==> config.mk <==
export PLATFORM = sky130hd
export DESIGN_NAME = mont_mul_pipe
export DESIGN_NICKNAME = d
export VERILOG_FILES = /design/src/rtl/mont_mul_pipe.sv
export SDC_FILE = /design/constraint.sdc
export NUM_CORES = 1
export LEC_CHECK = 0
export BUFFER_PORTS_ARGS = -buffer_cell sky130_fd_sc_hd__buf_4
export CELL_PAD_IN_SITES_DETAIL_PLACEMENT = 1
export CELL_PAD_IN_SITES_GLOBAL_PLACEMENT = 1
export CORE_MARGIN = 2
export CORE_UTILIZATION = 55
export CTS_CLUSTER_SIZE = 8
export DETAILED_ROUTE_END_ITERATION = 8
export PLACE_DENSITY_LB_ADDON = 0.3
export REMOVE_ABC_BUFFERS = 1
export SLEW_MARGIN = 0
export SYNTH_ARGS = -nofsm -noshare
export SYNTH_HDL_FRONTEND = slang
export SYNTH_SLANG_ARGS = --single-unit
==> constraint.sdc <==
create_clock -name clk -period 21.1 [get_ports clk]
set_input_delay 2.11 -clock clk [delete_from_list [all_inputs] [get_ports clk]]
set_output_delay 2.11 -clock clk [all_outputs]
set_load 0.03 [all_outputs]
==> src/rtl/mont_mul_pipe.sv <==
// mont_mul_pipe: three-stage pipelined Montgomery multiplier, LANES lanes wide.
//   mode 0 : r = a * b * R^-1 mod Q
//   mode 1 : r = a * R mod Q   (computed as mont_mul(a, R^2 mod Q); b ignored)
// Ports:
//   clk, rst                 clock, asynchronous active-high reset
//   in_valid / in_ready      input handshake; in_mode, in_tag, in_a, in_b ride with it
//   out_valid / out_ready    output handshake; out_tag, out_r ride with it
//   busy                     any pipeline stage holds a beat
// Handshake: a beat moves across an interface on a clock edge where valid && ready
// are both high. A producer holding valid keeps its payload stable until ready;
// out_r/out_tag never change while out_valid && !out_ready. in_ready depends
// combinationally on out_ready through the per-stage load chain.
module mont_mul_pipe #(
  parameter int Q        = 3329,
  parameter int COEFF_W  = 12,
  parameter int R_BITS   = 16,
  parameter int QNEG     = 3327,
  parameter int R2_MOD_Q = 1353,
  parameter int LANES    = 1,
  parameter int TAG_W    = 8
) (
  input  logic                     clk,
  input  logic                     rst,
  input  logic                     in_valid,
  output logic                     in_ready,
  input  logic                     in_mode,
  input  logic [TAG_W-1:0]         in_tag,
  input  logic [LANES*COEFF_W-1:0] in_a,
  input  logic [LANES*COEFF_W-1:0] in_b,
  output logic                     out_valid,
  input  logic                     out_ready,
  output logic [TAG_W-1:0]         out_tag,
  output logic [LANES*COEFF_W-1:0] out_r,
  output logic                     busy
);

  localparam int PW = 2 * COEFF_W;           // product a*b'
  localparam int SW = R_BITS + COEFF_W + 1;  // s = p + m*Q, always < 2*Q*R
  localparam int TW = COEFF_W + 1;           // t = s >> R_BITS, always < 2*Q

  // Parameter sanity, checked at elaboration.
  localparam longint unsigned MAX_OP = (64'd1 << COEFF_W) - 64'd1;
  localparam longint unsigned Q_L    = 64'(Q);
  localparam longint unsigned R_L    = 64'd1 << R_BITS;

  if (Q % 2 == 0) begin : g_err_q_even
    $error("mont_mul_pipe: Q must be odd");
  end
  if ((64'd1 << COEFF_W) <= Q_L) begin : g_err_coeff_w
    $error("mont_mul_pipe: 2^COEFF_W must exceed Q");
  end
  if (MAX_OP * MAX_OP >= Q_L * R_L) begin : g_err_range
    $error("mont_mul_pipe: (2^COEFF_W-1)^2 must be below Q*R");
  end
  if ((Q_L * 64'(QNEG) + 64'd1) % R_L != 64'd0) begin : g_err_qneg
    $error("mont_mul_pipe: QNEG is not -Q^-1 mod R");
  end

  localparam logic [COEFF_W-1:0] R2_C   = COEFF_W'(R2_MOD_Q);
  localparam logic [R_BITS-1:0]  QNEG_C = R_BITS'(QNEG);
  localparam logic [SW-1:0]      Q_S    = SW'(Q);
  localparam logic [TW-1:0]      Q_T    = TW'(Q);

  // Stage registers
  logic                     v1_q, v2_q, v3_q;
  logic [TAG_W-1:0]         tag1_q, tag2_q, tag3_q;
  logic [LANES*PW-1:0]      p1_q;
  logic [LANES*SW-1:0]      s2_q;
  logic [LANES*COEFF_W-1:0] r3_q;

  // Next-state datapath values
  logic [LANES*PW-1:0]      p_d;
  logic [LANES*SW-1:0]      s_d;
  logic [LANES*COEFF_W-1:0] r_d;

  // ldK: stage K register may capture new content this cycle, either because it
  // is empty (bubble collapse) or because its current beat moves on.
  logic ld1, ld2, ld3;

  assign ld3      = !v3_q || out_ready;
  assign ld2      = !v2_q || ld3;
  assign ld1      = !v1_q || ld2;
  assign in_ready = ld1;

  for (genvar i = 0; i < LANES; i++) begin : g_lane
    logic [COEFF_W-1:0] a_l, b_l;
    logic [SW-1:0]      p_s;
    logic [R_BITS-1:0]  m_l;
    logic [TW-1:0]      t_l;

    // Stage 1: mode 1 multiplies by R^2 mod Q so the reduction leaves a*R.
    assign a_l = in_a[i*COEFF_W +: COEFF_W];
    assign b_l = in_mode ? R2_C : in_b[i*COEFF_W +: COEFF_W];
    assign p_d[i*PW +: PW] = PW'(a_l) * PW'(b_l);

    // Stage 2: m makes p + m*Q divisible by R; multiply truncates to R_BITS.
    assign p_s = SW'(p1_q[i*PW +: PW]);
    assign m_l = p_s[R_BITS-1:0] * QNEG_C;
    assign s_d[i*SW +: SW] = p_s + SW'(m_l) * Q_S;

    // Stage 3: low R_BITS of s are zero; one conditional subtract lands in [0,Q).
    assign t_l = TW'(s2_q[i*SW +: SW] >> R_BITS);
    assign r_d[i*COEFF_W +: COEFF_W] = (t_l >= Q_T) ? COEFF_W'(t_l - Q_T) : COEFF_W'(t_l);
  end

  always_ff @(posedge clk or posedge rst) begin
    if (rst) begin
      v1_q   <= 1'b0;
      v2_q   <= 1'b0;
      v3_q   <= 1'b0;
      tag1_q <= '0;
      tag2_q <= '0;
      tag3_q <= '0;
      p1_q   <= '0;
      s2_q   <= '0;
      r3_q   <= '0;
    end else begin
      if (ld1) begin
        v1_q <= in_valid;
        if (in_valid) begin
          tag1_q <= in_tag;
          p1_q   <= p_d;
        end
      end
      if (ld2) begin
        v2_q <= v1_q;
        if (v1_q) begin
          tag2_q <= tag1_q;
          s2_q   <= s_d;
        end
      end
      if (ld3) begin
        v3_q <= v2_q;
        if (v2_q) begin
          tag3_q <= tag2_q;
          r3_q   <= r_d;
        end
      end
    end
  end

  assign out_valid = v3_q;
  assign out_tag   = tag3_q;
  assign out_r     = r3_q;
  assign busy      = v1_q | v2_q | v3_q;

endmodule

; ---- Word level (Yosys, flattened, before mapping)
; Cells that the tools add are included.
[totals]
ff_bits = 92
input_bits = 37
out_inout_bits = 23
word_cells = 28
[op_classes]
n_addsub = 2
mul = 3
order_cmp = 1
n_mux = 2
bitwise_logic = 2
n_reduce_logical = 9
[op_table]
columns = op, n
row1 = $add A24 B28 Y29, 1
row2 = $mul A16 B12 Y28 const B, 1
row3 = $mul A12 B12 Y24, 1
row4 = $mux W12, 2
row5 = $mul A16 B12 Y16 const B, 1
row6 = $ge A13 B12 Y1 const B, 1
row7 = $sub A12 B12 Y12 const B, 1
row8 = $reduce_and A2 Y1, 3
row9 = $logic_not A1 Y1, 3
row10 = $logic_or A1 B1 Y1, 3
row11 = $or A1 B1 Y1, 2

; ---- Logic depth before layout (Yosys ltp)
; Gate-level depths: netlist (run 1).
[depth]
ltp_word = 5
ltp_mapped = 34
ltp_nobuf = 32

; ---- Worst setup path after synthesis (run 1)
; OpenSTA, ideal clock, no wires.
[synth_timing]
path_type = reg-to-reg
from = reg p1_q[2]
to = reg s2_q[27]
setup_ns = 0.120
arrival_ns = 7.914
required_ns = 20.980
slack_ns = 13.065
stages_incl_launch_ff = 30
path_buffers = 0
synth_period_minus_slack_ns = 8.035
path_cell_list = dfrtp_1 > inv_1 > fa_1 > fa_1 > fa_1 > inv_1 > fa_1 > inv_1 > fa_1 > inv_1 > ha_1 > or3_1 > a41o_1 > a21oi_2 > xnor2_1 > ha_1 > inv_1 > fa_1 > inv_1 > ha_1 > fa_1 > ha_1 > ha_1 > and3_1 > o211ai_1 > a211oi_1 > o21a_1 > o21ai_1 > a21o_1 > a41o_1
[synth_between]
elab_chain_len = 3
[synth_rtl]
columns = element, line_no
row1 = "start, declared", 67  ; logic [LANES*PW-1:0] p1_q;
row2 = "start signal, assigned", 122  ; p1_q <= p_d;
row3 = $mul A16 B12 Y16, 98  ; assign m_l = p_s[R_BITS-1:0] * QNEG_C;
row4 = $mul A16 B12 Y28, 99  ; assign s_d[i*SW +: SW] = p_s + SW'(m_l) * Q_S;
row5 = $add A24 B28 Y29 (*), 99
row6 = "end signal, assigned", 115  ; s2_q <= '0;
row7 = "end signal, assigned", 129  ; s2_q <= s_d;
row8 = "end, declared", 68  ; logic [LANES*SW-1:0] s2_q;
; Mark *: on every way between the ends. The rest lies on a longest branch, timed or not.
; A chain may end at the register's enable or synchronous reset.

; ---- Final worst setup path (run 1)
[layout_timing]
from = reg p1_q[4]
to = reg s2_q[27]
; Same word-level chain as after synthesis.

==> results of run 1 <==
## registers in the layout (all words and copies together) (netlist names), 8 cells and up
| name | cells |
|---|---|
| p1_q | 24 |
| s2_q | 13 |
| tag1_q | 8 |
| tag2_q | 8 |
| out_tag | 8 |
| out_r | 12 |
## metal layers
layer | share of wire | vias up | routed length [microns] | track usage
met3 | 0.019 | 64 | 657 | 0.0240
li1 | - | 4589 | - | -
met2 | 0.54 | 157 | 18700 | 0.542
met5 | 0 | - | 0 | 0
met1 | 0.41 | 5116 | 14100 | 0.341
met4 | 0.025 | 0 | 865 | 0.0872
## worst min-delay path, cell delays in order (launching register included)
cell                      delay (ns)
sky130_fd_sc_hd__dfrtp_1        0.34
sky130_fd_sc_hd__nand2_1        0.05
sky130_fd_sc_hd__o21ai_1        0.06
## path summary, 6_finish.rpt
path | start | endpoint | slack, ns | depth (start not counted)
setup / recovery | p1_q[4]$_DFFE_PP0P_ | s2_q[27]$_DFFE_PP0P_ | 12.10 | 30
hold / removal | out_r[5]$_DFFE_PP0P_ | out_r[5]$_DFFE_PP0P_ | 0.48 | 2
max in group asynchronous | rst | out_tag[2]$_DFFE_PP0P_ | 18.39 | 3
min in group asynchronous | rst | tag2_q[4]$_DFFE_PP0P_ | 2.07 | 3
setup reg to reg | p1_q[4]$_DFFE_PP0P_ | s2_q[27]$_DFFE_PP0P_ | 12.10 | 30
hold reg to reg | out_r[5]$_DFFE_PP0P_ | out_r[5]$_DFFE_PP0P_ | 0.48 | 2
## cells in the final DEF (no fill, tap or decap), types with 3 or more instances in the layout
cell type / instances
sky130_fd_sc_hd__or2_2: 4
sky130_fd_sc_hd__o211ai_1: 5
sky130_fd_sc_hd__xnor2_1: 44
sky130_fd_sc_hd__clkbuf_16: 9
sky130_fd_sc_hd__o21ai_1: 27
sky130_fd_sc_hd__nor3_1: 11
sky130_fd_sc_hd__xor2_1: 25
sky130_fd_sc_hd__nor2b_1: 35
sky130_fd_sc_hd__a21oi_1: 35
sky130_fd_sc_hd__and2_1: 34
sky130_fd_sc_hd__a31oi_1: 9
sky130_fd_sc_hd__nand2b_1: 7
sky130_fd_sc_hd__o31ai_1: 5
sky130_fd_sc_hd__a211o_1: 4
sky130_fd_sc_hd__fa_1: 184
sky130_fd_sc_hd__o21bai_1: 6
sky130_fd_sc_hd__a211oi_1: 4
sky130_fd_sc_hd__or3_1: 4
sky130_fd_sc_hd__buf_4: 63
sky130_fd_sc_hd__a21o_1: 26
sky130_fd_sc_hd__ha_1: 213
sky130_fd_sc_hd__nand4_1: 6
sky130_fd_sc_hd__or2_1: 3
sky130_fd_sc_hd__mux2_2: 29
sky130_fd_sc_hd__and3_1: 8
sky130_fd_sc_hd__o21a_1: 9
sky130_fd_sc_hd__inv_1: 283
sky130_fd_sc_hd__nand2_1: 165
sky130_fd_sc_hd__dfrtp_1: 76
sky130_fd_sc_hd__o21ai_0: 32
sky130_fd_sc_hd__mux2i_1: 3
sky130_fd_sc_hd__nand3_1: 10
sky130_fd_sc_hd__and4_1: 6
sky130_fd_sc_hd__nor2_1: 28
## final cells by class
| cell class | count | area (sq um) |
|---|---|---|
| clock buffer | 10 | 239 |
| tap | 319 | 399 |
| sequential | 76 | 1900 |
| multi-input combinational | 1014 | 10100 |
| clock inverter | 6 | 68.8 |
| fill | 2724 | 9260 |
| timing repair buffer | 63 | 473 |
| inverter | 285 | 1070 |
## logic make-up after synthesis
kind of cell / share of synthesized area
buffers and inverters: 0.0924
XOR/XNOR: 0.0456
flip-flops: 0.143
adder cells (fa/ha/maj): 0.479
multiplexers: 0.0269
AND/OR/NAND/NOR: 0.120
AO/OA/AOI/OAI: 0.0924
## through the flow
step	util	setup WS, ns
after floorplan	-	13.07
after global placement	0.594	12.74
after detailed placement	0.594	12.27
after CTS	0.607	12.13
after global routing	0.607	11.74
final	0.607	12.10
==> out/qor_table.md, run 1 <==
| Group | Parameter | Value |
|---|---|---|
| global routing | Maximum number of pins on one net before global-route repair | 77 |
| synthesis | Number of flip-flops and latches in the synthesized netlist | 76 |
| synthesis | Post-Synthesis Cells | 1416 |
| timing | Skew final | 0.0139 ns |
| timing | Final worst hold slack | 0.484 ns |
| clock network | Sinks on Clock Net | 76 |
| routing | Mean number of vias per cell | 5.60 |
| setup path | Delay-heaviest family, CP | adder cells |
| timing | Min cycle time layout | 9.00 ns |
| placed design | Total placed cells including tap cells | 1757 |
| setup path | Worst Path Arrival | 9.23 ns |
| setup path | CP required | 21.34 ns |
| timing | Unrepaired setup endpoints after global routing | no |
| clock network | CTS Buffer Depth | 2 |
| synthesis | Cell variety after synth | 62 |
| routing | Drt wl/cell | 19.3 microns |
| clock network | Post-cts sizing count | 0 |
| floorplanning | Die Span Y | 159 microns |
| floorplanning | Ports placed on the boundary | 60 |
| routing | Detailed-route wire length | 34300 microns |
| synthesis | Mean instance size in the synthesized netlist | 9.36 sq um |
| floorplanning | Total Die Area | 25400 sq um |
| synthesis | Largest area contributor in the synthesized netlist | sky130_fd_sc_hd__fa_1 |
| synthesis | Most numerous cell in the Yosys netlist | sky130_fd_sc_hd__inv_1 |
| finish | Layout Area Growth over Synthesis | 7.75% |
| setup path | Largest fanout on the critical path | 7 |
| timing | Final count of hold timing violations | 0 |
| finish | Number of nets in the final layout | 1883 |
| placed design | Quantity of I/O buffers inserted on ports | 59 |
| synthesis | Most frequent cells after synthesis | sky130_fd_sc_hd__inv_1, sky130_fd_sc_hd__ha_1, sky130_fd_sc_hd__fa_1 |
| clock network | Clock-pin slew on the worst setup and hold paths | 0.07 ns |
| setup path | Kind of end point of the critical path | register |
| timing | Slew at the pin closest to its max-slew limit | 1.05 ns |
| setup path | Worst Setup Path Type | register to register |
| synthesis | Sequential-to-total area share from yosys stat | 0.143 |
| finish | Post-route insts no fill | 1773 |
| synthesis | Number of enable-type register cells in the synthesized netlist | 0 |
| routing | Detailed Routing Iterations Pass 1 | 6 |
| clock network | Insertion delay of the later-clocked pin in the worst-skew pair | 0.35 ns |
| synthesis | Top cells by area in the synthesized netlist | sky130_fd_sc_hd__fa_1, sky130_fd_sc_hd__ha_1, sky130_fd_sc_hd__dfrtp_1 |
| placed design | HPWL after detailed placement | 28800 microns |
| synthesis | Top-area cell type share of the netlist area | 0.278 |
| timing | Timing-limited maximum frequency | 0.111 GHz |
| setup path | Worst path buffer plus inverter count | 6 |
| floorplanning | Rows | 56 |
| floorplanning | Width of the die | 159 microns |
| setup path | Cell with the most instances on the worst path | sky130_fd_sc_hd__fa_1 |
| global routing | Total routing resource utilization after global routing | 0.285 |
| run | Max-cap violation count | 0 |
| clock network | Number of clock buffers inserted by TritonCTS | 9 |
| timing | Setup Total Neg Slack | 0 ns |
| timing | Final Setup Violations | 0 |
| synthesis | Share of synthesized registers carrying an async set or reset | 1.00 |
| routing | # DRC | 0 |
| clock network | Clk root buf | sky130_fd_sc_hd__clkbuf_16 |
| timing | Final number of max-transition violations | 0 |
| timing | Slew headroom | 0.299 |
| setup path | Critical Path Start Type | register |
| routing | Vias after detailed routing | 9926 |
| synthesis | Cell area after technology mapping | 13300 sq um |
| global routing | Congestion Overflow GR | 0 |
| clock network | Number of buffers inserted by post-CTS setup repair | 0 |
| clock network | Maximum level of the CTS H-tree | 3 |
| synthesis | Top_reg_cell synth | sky130_fd_sc_hd__dfrtp_1 |
| placed design | Area after detailed placement | 14000 sq um |
| clock network | Hold-fix buffer count after cts | 0 |
| floorplanning | Initial core utilization | 0.563 |
| synthesis | Synth Warn # | 0 |
| global routing | Number of global-route vias before repair | 11400 |
| global routing | Antenna violations before repair | 0 |
| routing | Number of antenna-violating nets in the routed design | 0 |
| floorplanning | Area of the core region | 23500 sq um |
| finish | Fraction of final layout cells with drive strength greater than 1 | 0.0853 |
| placed design | Final RePlAce weighted congestion | 0.851 |
| worst hold path | Type of the worst min-delay path | register to register |
| global routing | First-pass GRT wire length | 58200 microns |
| setup path | Crit-path max cell delay | 0.67 ns |
| clock network | Clock tree from TritonCTS | done |
| timing | Final cycle utilization of the critical path | 0.426 |
| setup path | Critical-path top delay cell | sky130_fd_sc_hd__fa_1 |
| finish | Post-route cell area | 14300 sq um |
| outcome | Outcome | complete, no violations |
| finish | Diode insertion count for antenna repair | 0 |
| routing | Violation count after the first detailed-route iteration | 419 |
Power of run 1 is left out: the tool's default activity adds up to more than one toggle a clock period on the data nets, which glitch-free logic cannot reach.
==> run 2: changes to the inputs <==
Settings changed: CORE_UTILIZATION 55 to 51.
Clock period 21.1 ns to 8.3 ns, I/O delays scaled along.
==> out/qor_table.md, run 2 (synthesized netlist as in run 1, its figures left out) <==
| Group | Parameter | Value | vs previous |
|---|---|---|---|
| setup path | Largest fanout on the critical path | 4 | was 7 |
| finish | Diode insertion count for antenna repair | 0 | unchanged |
| setup path | Crit-path max cell delay | 0.61 ns | was 0.67 ns |
| timing | Crit path setup slack, layout | -0.0913 ns | was 12.10 ns |
| timing | Timing-limited maximum frequency | 0.119 GHz | was 0.111 GHz |
| floorplanning | Die Span Y | 165 microns | was 159 microns |
| clock network | Maximum level of the CTS H-tree | 3 | unchanged |
| setup path | Worst Setup Path Type | register to register | unchanged |
| timing | Slew headroom | 0.232 | was 0.299 |
| floorplanning | Area of the core region | 25800 sq um | was 23500 sq um |
| clock network | CTS Buffer Depth | 2 | unchanged |
| clock network | Insertion delay of the later-clocked pin in the worst-skew pair | 0.36 ns | was 0.35 ns |
| routing | Drt wl/cell | 19.6 microns | was 19.3 microns |
| timing | Unrepaired setup endpoints after global routing | yes | was no |
| routing | Violation count after the first detailed-route iteration | 482 | was 419 |
| clock network | Hold-fix buffer count after cts | 0 | unchanged |
| finish | Commonest non-fill, non-tap cells in the layout | sky130_fd_sc_hd__inv_1, sky130_fd_sc_hd__ha_1, sky130_fd_sc_hd__fa_1, sky130_fd_sc_hd__nand2_1, sky130_fd_sc_hd__buf_4 | was sky130_fd_sc_hd__inv_1, sky130_fd_sc_hd__ha_1, sky130_fd_sc_hd__fa_1, sky130_fd_sc_hd__nand2_1, sky130_fd_sc_hd__dfrtp_1 |
| placed design | HPWL after detailed placement | 27500 microns | was 28800 microns |
| global routing | Maximum number of pins on one net before global-route repair | 77 | unchanged |
| timing | Min cycle time layout | 8.39 ns | was 9.00 ns |
| finish | Flip-flop count of the largest register after layout | 24 | unchanged |
| placed design | Quantity of I/O buffers inserted on ports | 59 | unchanged |
| timing | Slew at the pin closest to its max-slew limit | 1.15 ns | was 1.05 ns |
| finish | Multi-input logic area | 10400 sq um | was 10100 sq um |
| finish | Sequential Area | 1910 sq um | was 1900 sq um |
| timing | Final number of max-transition violations | 0 | unchanged |
| global routing | Number of global-route vias before repair | 11100 | was 11400 |
| finish | Number of nets in the final layout | 1923 | was 1883 |
| clock network | Clock tree from TritonCTS | done | unchanged |
| timing | Skew final | 0.0114 ns | was 0.0139 ns |
| routing | Number of antenna-violating nets in the routed design | 0 | unchanged |
| worst hold path | Type of the worst min-delay path | register to register | unchanged |
| floorplanning | Ports placed on the boundary | 60 | unchanged |
| floorplanning | Total Die Area | 27300 sq um | was 25400 sq um |
| timing | Final count of hold timing violations | 0 | unchanged |
| clock network | Sinks on Clock Net | 76 | unchanged |
| outcome | Outcome | finished with violations | was complete, no violations |
| global routing | Antenna violations before repair | 0 | unchanged |
| finish | Most frequent standard cell in the layout excluding fill and tap cells | sky130_fd_sc_hd__inv_1 | unchanged |
| placed design | Final RePlAce weighted congestion | 0.912 | was 0.851 |
| setup path | CP required | 8.54 ns | was 21.34 ns |
| finish | Layout Area Growth over Synthesis | 12.3% | was 7.75% |
| finish | Fraction of final layout cells with drive strength greater than 1 | 0.137 | was 0.0853 |
| routing | Detailed Routing Iterations Pass 1 | 5 | was 6 |
| routing | Mean number of vias per cell | 5.49 | was 5.60 |
| global routing | Congestion Overflow GR | 0 | unchanged |
| placed design | Pre-CTS worst setup slack | -0.0309 ns | was 12.27 ns |
| routing | Vias after detailed routing | 10000 | was 9926 |
| floorplanning | Rows | 59 | was 56 |
| finish | Filler Cells Inserted | 2932 | was 2724 |
| run | Max-cap violation count | 0 | unchanged |
| finish | Reg with most FFs | p1_q | unchanged |
| clock network | Clock-pin slew on the worst setup and hold paths | 0.07 ns | about the same |
| setup path | Kind of end point of the critical path | register | unchanged |
| outcome | Violated checks | setup timing |  |
| setup path | Critical Path Start Type | register | unchanged |
| global routing | First-pass GRT wire length | 55500 microns | was 58200 microns |
| routing | # DRC | 0 | unchanged |
| floorplanning | Initial core utilization | 0.514 | was 0.563 |
| timing | Final cycle utilization of the critical path | 1.01 | was 0.426 |
| clock network | Clk root buf | sky130_fd_sc_hd__clkbuf_16 | unchanged |
| setup path | Worst Path Arrival | 8.63 ns | was 9.23 ns |
| timing | Final Setup Violations | 1 | was 0 |
| floorplanning | Width of the die | 165 microns | was 159 microns |
| routing | Detailed-route wire length | 35800 microns | was 34300 microns |
| clock network | Number of clock buffers inserted by TritonCTS | 9 | unchanged |
| setup path | Critical-path top delay cell | sky130_fd_sc_hd__fa_1 | unchanged |
| global routing | Total routing resource utilization after global routing | 0.259 | was 0.285 |
[run 2: cell types whose count changed in the layout (fill, tap and decap cells not counted), sizes merged]
cell,delta
inv,+2
clkbuf,-1
clkinvlp,-1
buf,+40
[run 2: metal layers]
metal / wire (microns) / GRT usage / vias to the layer above
met3: 766 / 0.0187 / 62
li1: - / - / 4651
met1: 15000 / 0.326 / 5144
met2: 19200 / 0.476 / 191
met4: 874 / 0.0775 / 0
met5: 0 / 0 / -
[run 2: timing repair]
| item | 4_1_cts | 5_1_grt |
|---|---|---|
| pin swaps | 2 | 17 |
| resized for setup | 8 | 36 |
| endpoints found under the setup margin | 4 | 11 |
| setup buffers | 3 | 17 |
[run 2: worst max-delay path, delay by kind of cell (launching register included)]
kind	cells	cell delay [ns]
and+or+nand+nor	2	0.35
xor gates and xnor gates	1	0.11
AOI/OAI and AO/OA	8	1.76
buffers and inverters	6	0.40
DFF	1	0.45
adders and majority gates	12	5.16
[run 2: layout make-up]
class	count	share of cell area
Clock buffer	9	0.0151
Clock inverter	7	0.00606
Inverter	285	0.0719
Multi-Input combinational cell	1014	0.698
Sequential cell	76	0.129
Tap cell	335	0.0282
Timing Repair Buffer	103	0.0520
[run 2: worst paths after layout]
| kind | end | slack, ns | from | depth (start not counted) |
|---|---|---|---|---|
| max | s2_q[27]$_DFFE_PP0P_ | -0.09 | p1_q[5]$_DFFE_PP0P_ | 29 |
| min | out_r[7]$_DFFE_PP0P_ | 0.49 | out_r[7]$_DFFE_PP0P_ | 2 |
| max reg2reg | s2_q[27]$_DFFE_PP0P_ | -0.09 | p1_q[5]$_DFFE_PP0P_ | 29 |
| min reg2reg | out_r[7]$_DFFE_PP0P_ | 0.49 | out_r[7]$_DFFE_PP0P_ | 2 |
| max in group asynchronous | p1_q[1]$_DFFE_PP0P_ | 6.83 | rst | 3 |
| min in group asynchronous | tag1_q[7]$_DFFE_PP0P_ | 0.79 | rst | 3 |
[run 2: stage by stage]
stage,cells,utilization,hold WS [ns],instance area (sq um),TNS (ns)
3_3_place_gp,1793,0.549,0.469,14100,0
5_1_grt,1829,0.577,0.515,14900,-0.974
2_1_floorplan,1375,-,0.450,13100,0
6_report,1829,0.577,0.487,14900,-0.0913
3_5_place_dp,1793,0.549,0.480,14100,-0.0417
4_1_cts,1812,0.563,0.495,14500,0
Power of run 2 is left out for the same reason.
==> run 3: changes to the inputs <==
Settings changed: CORE_UTILIZATION 51 to 46, PLACE_DENSITY set to 0.91, PLACE_DENSITY_LB_ADDON 0.3 to not set.
Clock period 8.3 ns to 6.9 ns, I/O delays scaled along.
==> out/qor_table.md, run 3 (synthesized netlist as in run 1, its figures left out) <==
| Group | Parameter | Value | vs previous |
|---|---|---|---|
| timing | Unrepaired setup endpoints after global routing | yes | unchanged |
| routing | Detailed-route wire length | 57300 microns | was 35800 microns |
| setup path | Crit-path max cell delay | 0.71 ns | was 0.61 ns |
| clock network | Maximum level of the CTS H-tree | 3 | unchanged |
| clock network | Clock tree from TritonCTS | done | unchanged |
| finish | Commonest non-fill, non-tap cells in the layout | sky130_fd_sc_hd__inv_1, sky130_fd_sc_hd__buf_4, sky130_fd_sc_hd__ha_1, sky130_fd_sc_hd__fa_1, sky130_fd_sc_hd__nand2_1 | was sky130_fd_sc_hd__inv_1, sky130_fd_sc_hd__ha_1, sky130_fd_sc_hd__fa_1, sky130_fd_sc_hd__nand2_1, sky130_fd_sc_hd__buf_4 |
| routing | Mean number of vias per cell | 6.03 | was 5.49 |
| global routing | Congestion Overflow GR | 0 | unchanged |
| setup path | Worst Path Arrival | 8.95 ns | was 8.63 ns |
| setup path | Delay-heaviest family, CP | adder cells | unchanged |
| timing | Min cycle time layout | 8.72 ns | was 8.39 ns |
| timing | Final number of max-transition violations | 0 | unchanged |
| finish | Fraction of final layout cells with drive strength greater than 1 | 0.272 | was 0.137 |
| worst hold path | Type of the worst min-delay path | register to register | unchanged |
| placed design | Quantity of I/O buffers inserted on ports | 59 | unchanged |
| routing | Drt wl/cell | 28.4 microns | was 19.6 microns |
| floorplanning | Total Die Area | 30200 sq um | was 27300 sq um |
| global routing | First-pass GRT wire length | 85100 microns | was 55500 microns |
| global routing | Antenna violations before repair | 1 | was 0 |
| routing | Detailed Routing Iterations Pass 1 | 9 | was 5 |
| finish | Filler Cells Inserted | 3207 | was 2932 |
| clock network | Number of clock buffers inserted by TritonCTS | 9 | unchanged |
| clock network | Clk root buf | sky130_fd_sc_hd__clkbuf_16 | unchanged |
| clock network | CTS Buffer Depth | 2 | unchanged |
| clock network | Clock-pin slew on the worst setup and hold paths | 0.07 ns | about the same |
| timing | Final count of hold timing violations | 0 | unchanged |
| setup path | Worst path buffer plus inverter count | 8 | was 6 |
| floorplanning | Ports placed on the boundary | 60 | unchanged |
| floorplanning | Initial core utilization | 0.464 | was 0.514 |
| placed design | Final RePlAce weighted congestion | 0.884 | was 0.912 |
| floorplanning | Die Span Y | 174 microns | was 165 microns |
| setup path | CP required | 7.13 ns | was 8.54 ns |
| finish | Reg with most FFs | p1_q | unchanged |
| outcome | Outcome | finished with violations | unchanged |
| timing | Final Setup Violations | 13 | was 1 |
| floorplanning | Width of the die | 174 microns | was 165 microns |
| routing | Violation count after the first detailed-route iteration | 909 | was 482 |
| clock network | Insertion delay of the later-clocked pin in the worst-skew pair | 0.38 ns | was 0.36 ns |
| timing | Timing-limited maximum frequency | 0.115 GHz | was 0.119 GHz |
| finish | Flip-flop count of the largest register after layout | 24 | unchanged |
| timing | Crit path setup slack, layout | -1.82 ns | was -0.0913 ns |
| finish | Most frequent standard cell in the layout excluding fill and tap cells | sky130_fd_sc_hd__inv_1 | unchanged |
| routing | Vias after detailed routing | 12200 | was 10000 |
| global routing | Total routing resource utilization after global routing | 0.373 | was 0.259 |
| outcome | Violated checks | setup timing | unchanged |
| timing | Slew headroom | 0.199 | was 0.232 |
| placed design | HPWL after detailed placement | 35100 microns | was 27500 microns |
| routing | # DRC | 0 | unchanged |
| clock network | Sinks on Clock Net | 76 | unchanged |
| setup path | Critical-path top delay cell | sky130_fd_sc_hd__fa_1 | unchanged |
| global routing | Maximum number of pins on one net before global-route repair | 77 | unchanged |
| placed design | Total placed cells including tap cells | 1979 | was 1793 |
| clock network | Hold-fix buffer count after cts | 0 | unchanged |
| timing | Final cycle utilization of the critical path | 1.26 | was 1.01 |
| run | Max-cap violation count | 0 | unchanged |
| routing | Number of antenna-violating nets in the routed design | 0 | unchanged |
| setup path | Kind of end point of the critical path | register | unchanged |
| floorplanning | Area of the core region | 28500 sq um | was 25800 sq um |
| floorplanning | Rows | 62 | was 59 |
| finish | Layout Area Growth over Synthesis | 26.2% | was 12.3% |
| timing | Skew final | 0.0164 ns | was 0.0114 ns |
| finish | Number of nets in the final layout | 2064 | was 1923 |
| timing | Slew at the pin closest to its max-slew limit | 1.20 ns | was 1.15 ns |
| finish | Post-route insts no fill | 2020 | was 1829 |
| setup path | Critical Path Start Type | register | unchanged |
| setup path | Worst Setup Path Type | register to register | unchanged |
| setup path | Largest fanout on the critical path | 5 | was 4 |
| global routing | Number of global-route vias before repair | 14400 | was 11100 |
[run 3: cell types whose count changed in the layout (fill, tap and decap cells not counted), moves of 6 or more]
| cell | change |
|---|---|
| sky130_fd_sc_hd__a21oi_1 | -9 |
| sky130_fd_sc_hd__a21oi_2 | +6 |
| sky130_fd_sc_hd__buf_4 | +127 |
| sky130_fd_sc_hd__buf_6 | +13 |
| sky130_fd_sc_hd__ha_1 | -21 |
| sky130_fd_sc_hd__ha_4 | +22 |
| sky130_fd_sc_hd__inv_1 | -22 |
| sky130_fd_sc_hd__inv_2 | +22 |
| sky130_fd_sc_hd__nand2_1 | -6 |
| sky130_fd_sc_hd__o21ai_0 | -6 |
| sky130_fd_sc_hd__xnor2_1 | -6 |
[run 3: area by class of cell]
cell class	instances	area [sq um]	area share
Multi-Input combinational cell	1014	11100	0.663
Sequential cell	76	1910	0.114
Timing Repair Buffer	244	1890	0.113
Inverter	285	1070	0.0640
Tap cell	384	480	0.0287
Clock buffer	9	225	0.0135
Clock inverter	7	66.3	0.00397
Antenna cell	1	2.50	0.000150
[run 3: tightest hold or removal path, delay by kind of cell, from the launching register on]
family             cells  cell delay, ns
AOI/OAI and AO/OA      1            0.07
DFF                    1            0.35
and+or+nand+nor        1            0.05
[run 3: per-stage QoR]
| stage | setup TNS (ns) | hold slack [ns] | area [sq um] | utilization | setup slack, ns |
|---|---|---|---|---|---|
| 6_report | -20.18 | 0.518 | 16700 | 0.586 | -1.82 |
| 5_1_grt | -20.43 | 0.529 | 16700 | 0.586 | -1.82 |
| 4_1_cts | -12.08 | 0.509 | 16500 | 0.577 | -1.11 |
| 3_5_place_dp | -17.82 | 0.472 | 15200 | 0.534 | -1.62 |
| 3_3_place_gp | -11.62 | 0.467 | 15200 | 0.534 | -1.07 |
| 2_1_floorplan | -9.62 | 0.450 | 13100 | - | -1.13 |
[run 3: timing repair]
item                       4_1_cts  5_1_grt
setup buffers                   20        6
gates resized for setup        145       41
pin swaps                       92       25
setup endpoints to repair       13       13
[run 3: metal layers]
layer  share of wire  up-vias  GRT usage
li1                -     4938          -
met1            0.34     6196      0.371
met2            0.51      696      0.674
met3           0.054      353     0.0673
met4           0.095        0      0.314
met5               0        -          0
[run 3: worst paths after layout]
kind | startpoint | endpoint | slack (ns) | cells after the start
setup reg to reg | p1_q[6]$_DFFE_PP0P_ | s2_q[24]$_DFFE_PP0P_ | -1.82 | 30
hold / removal | out_r[2]$_DFFE_PP0P_ | out_r[2]$_DFFE_PP0P_ | 0.52 | 2
setup / recovery | p1_q[6]$_DFFE_PP0P_ | s2_q[24]$_DFFE_PP0P_ | -1.82 | 30
hold reg to reg | out_r[2]$_DFFE_PP0P_ | out_r[2]$_DFFE_PP0P_ | 0.52 | 2
min in group asynchronous | rst | tag1_q[5]$_DFFE_PP0P_ | 0.66 | 3
max in group asynchronous | rst | p1_q[5]$_DFFE_PP0P_ | 5.52 | 3
Power of run 3 is left out for the same reason.
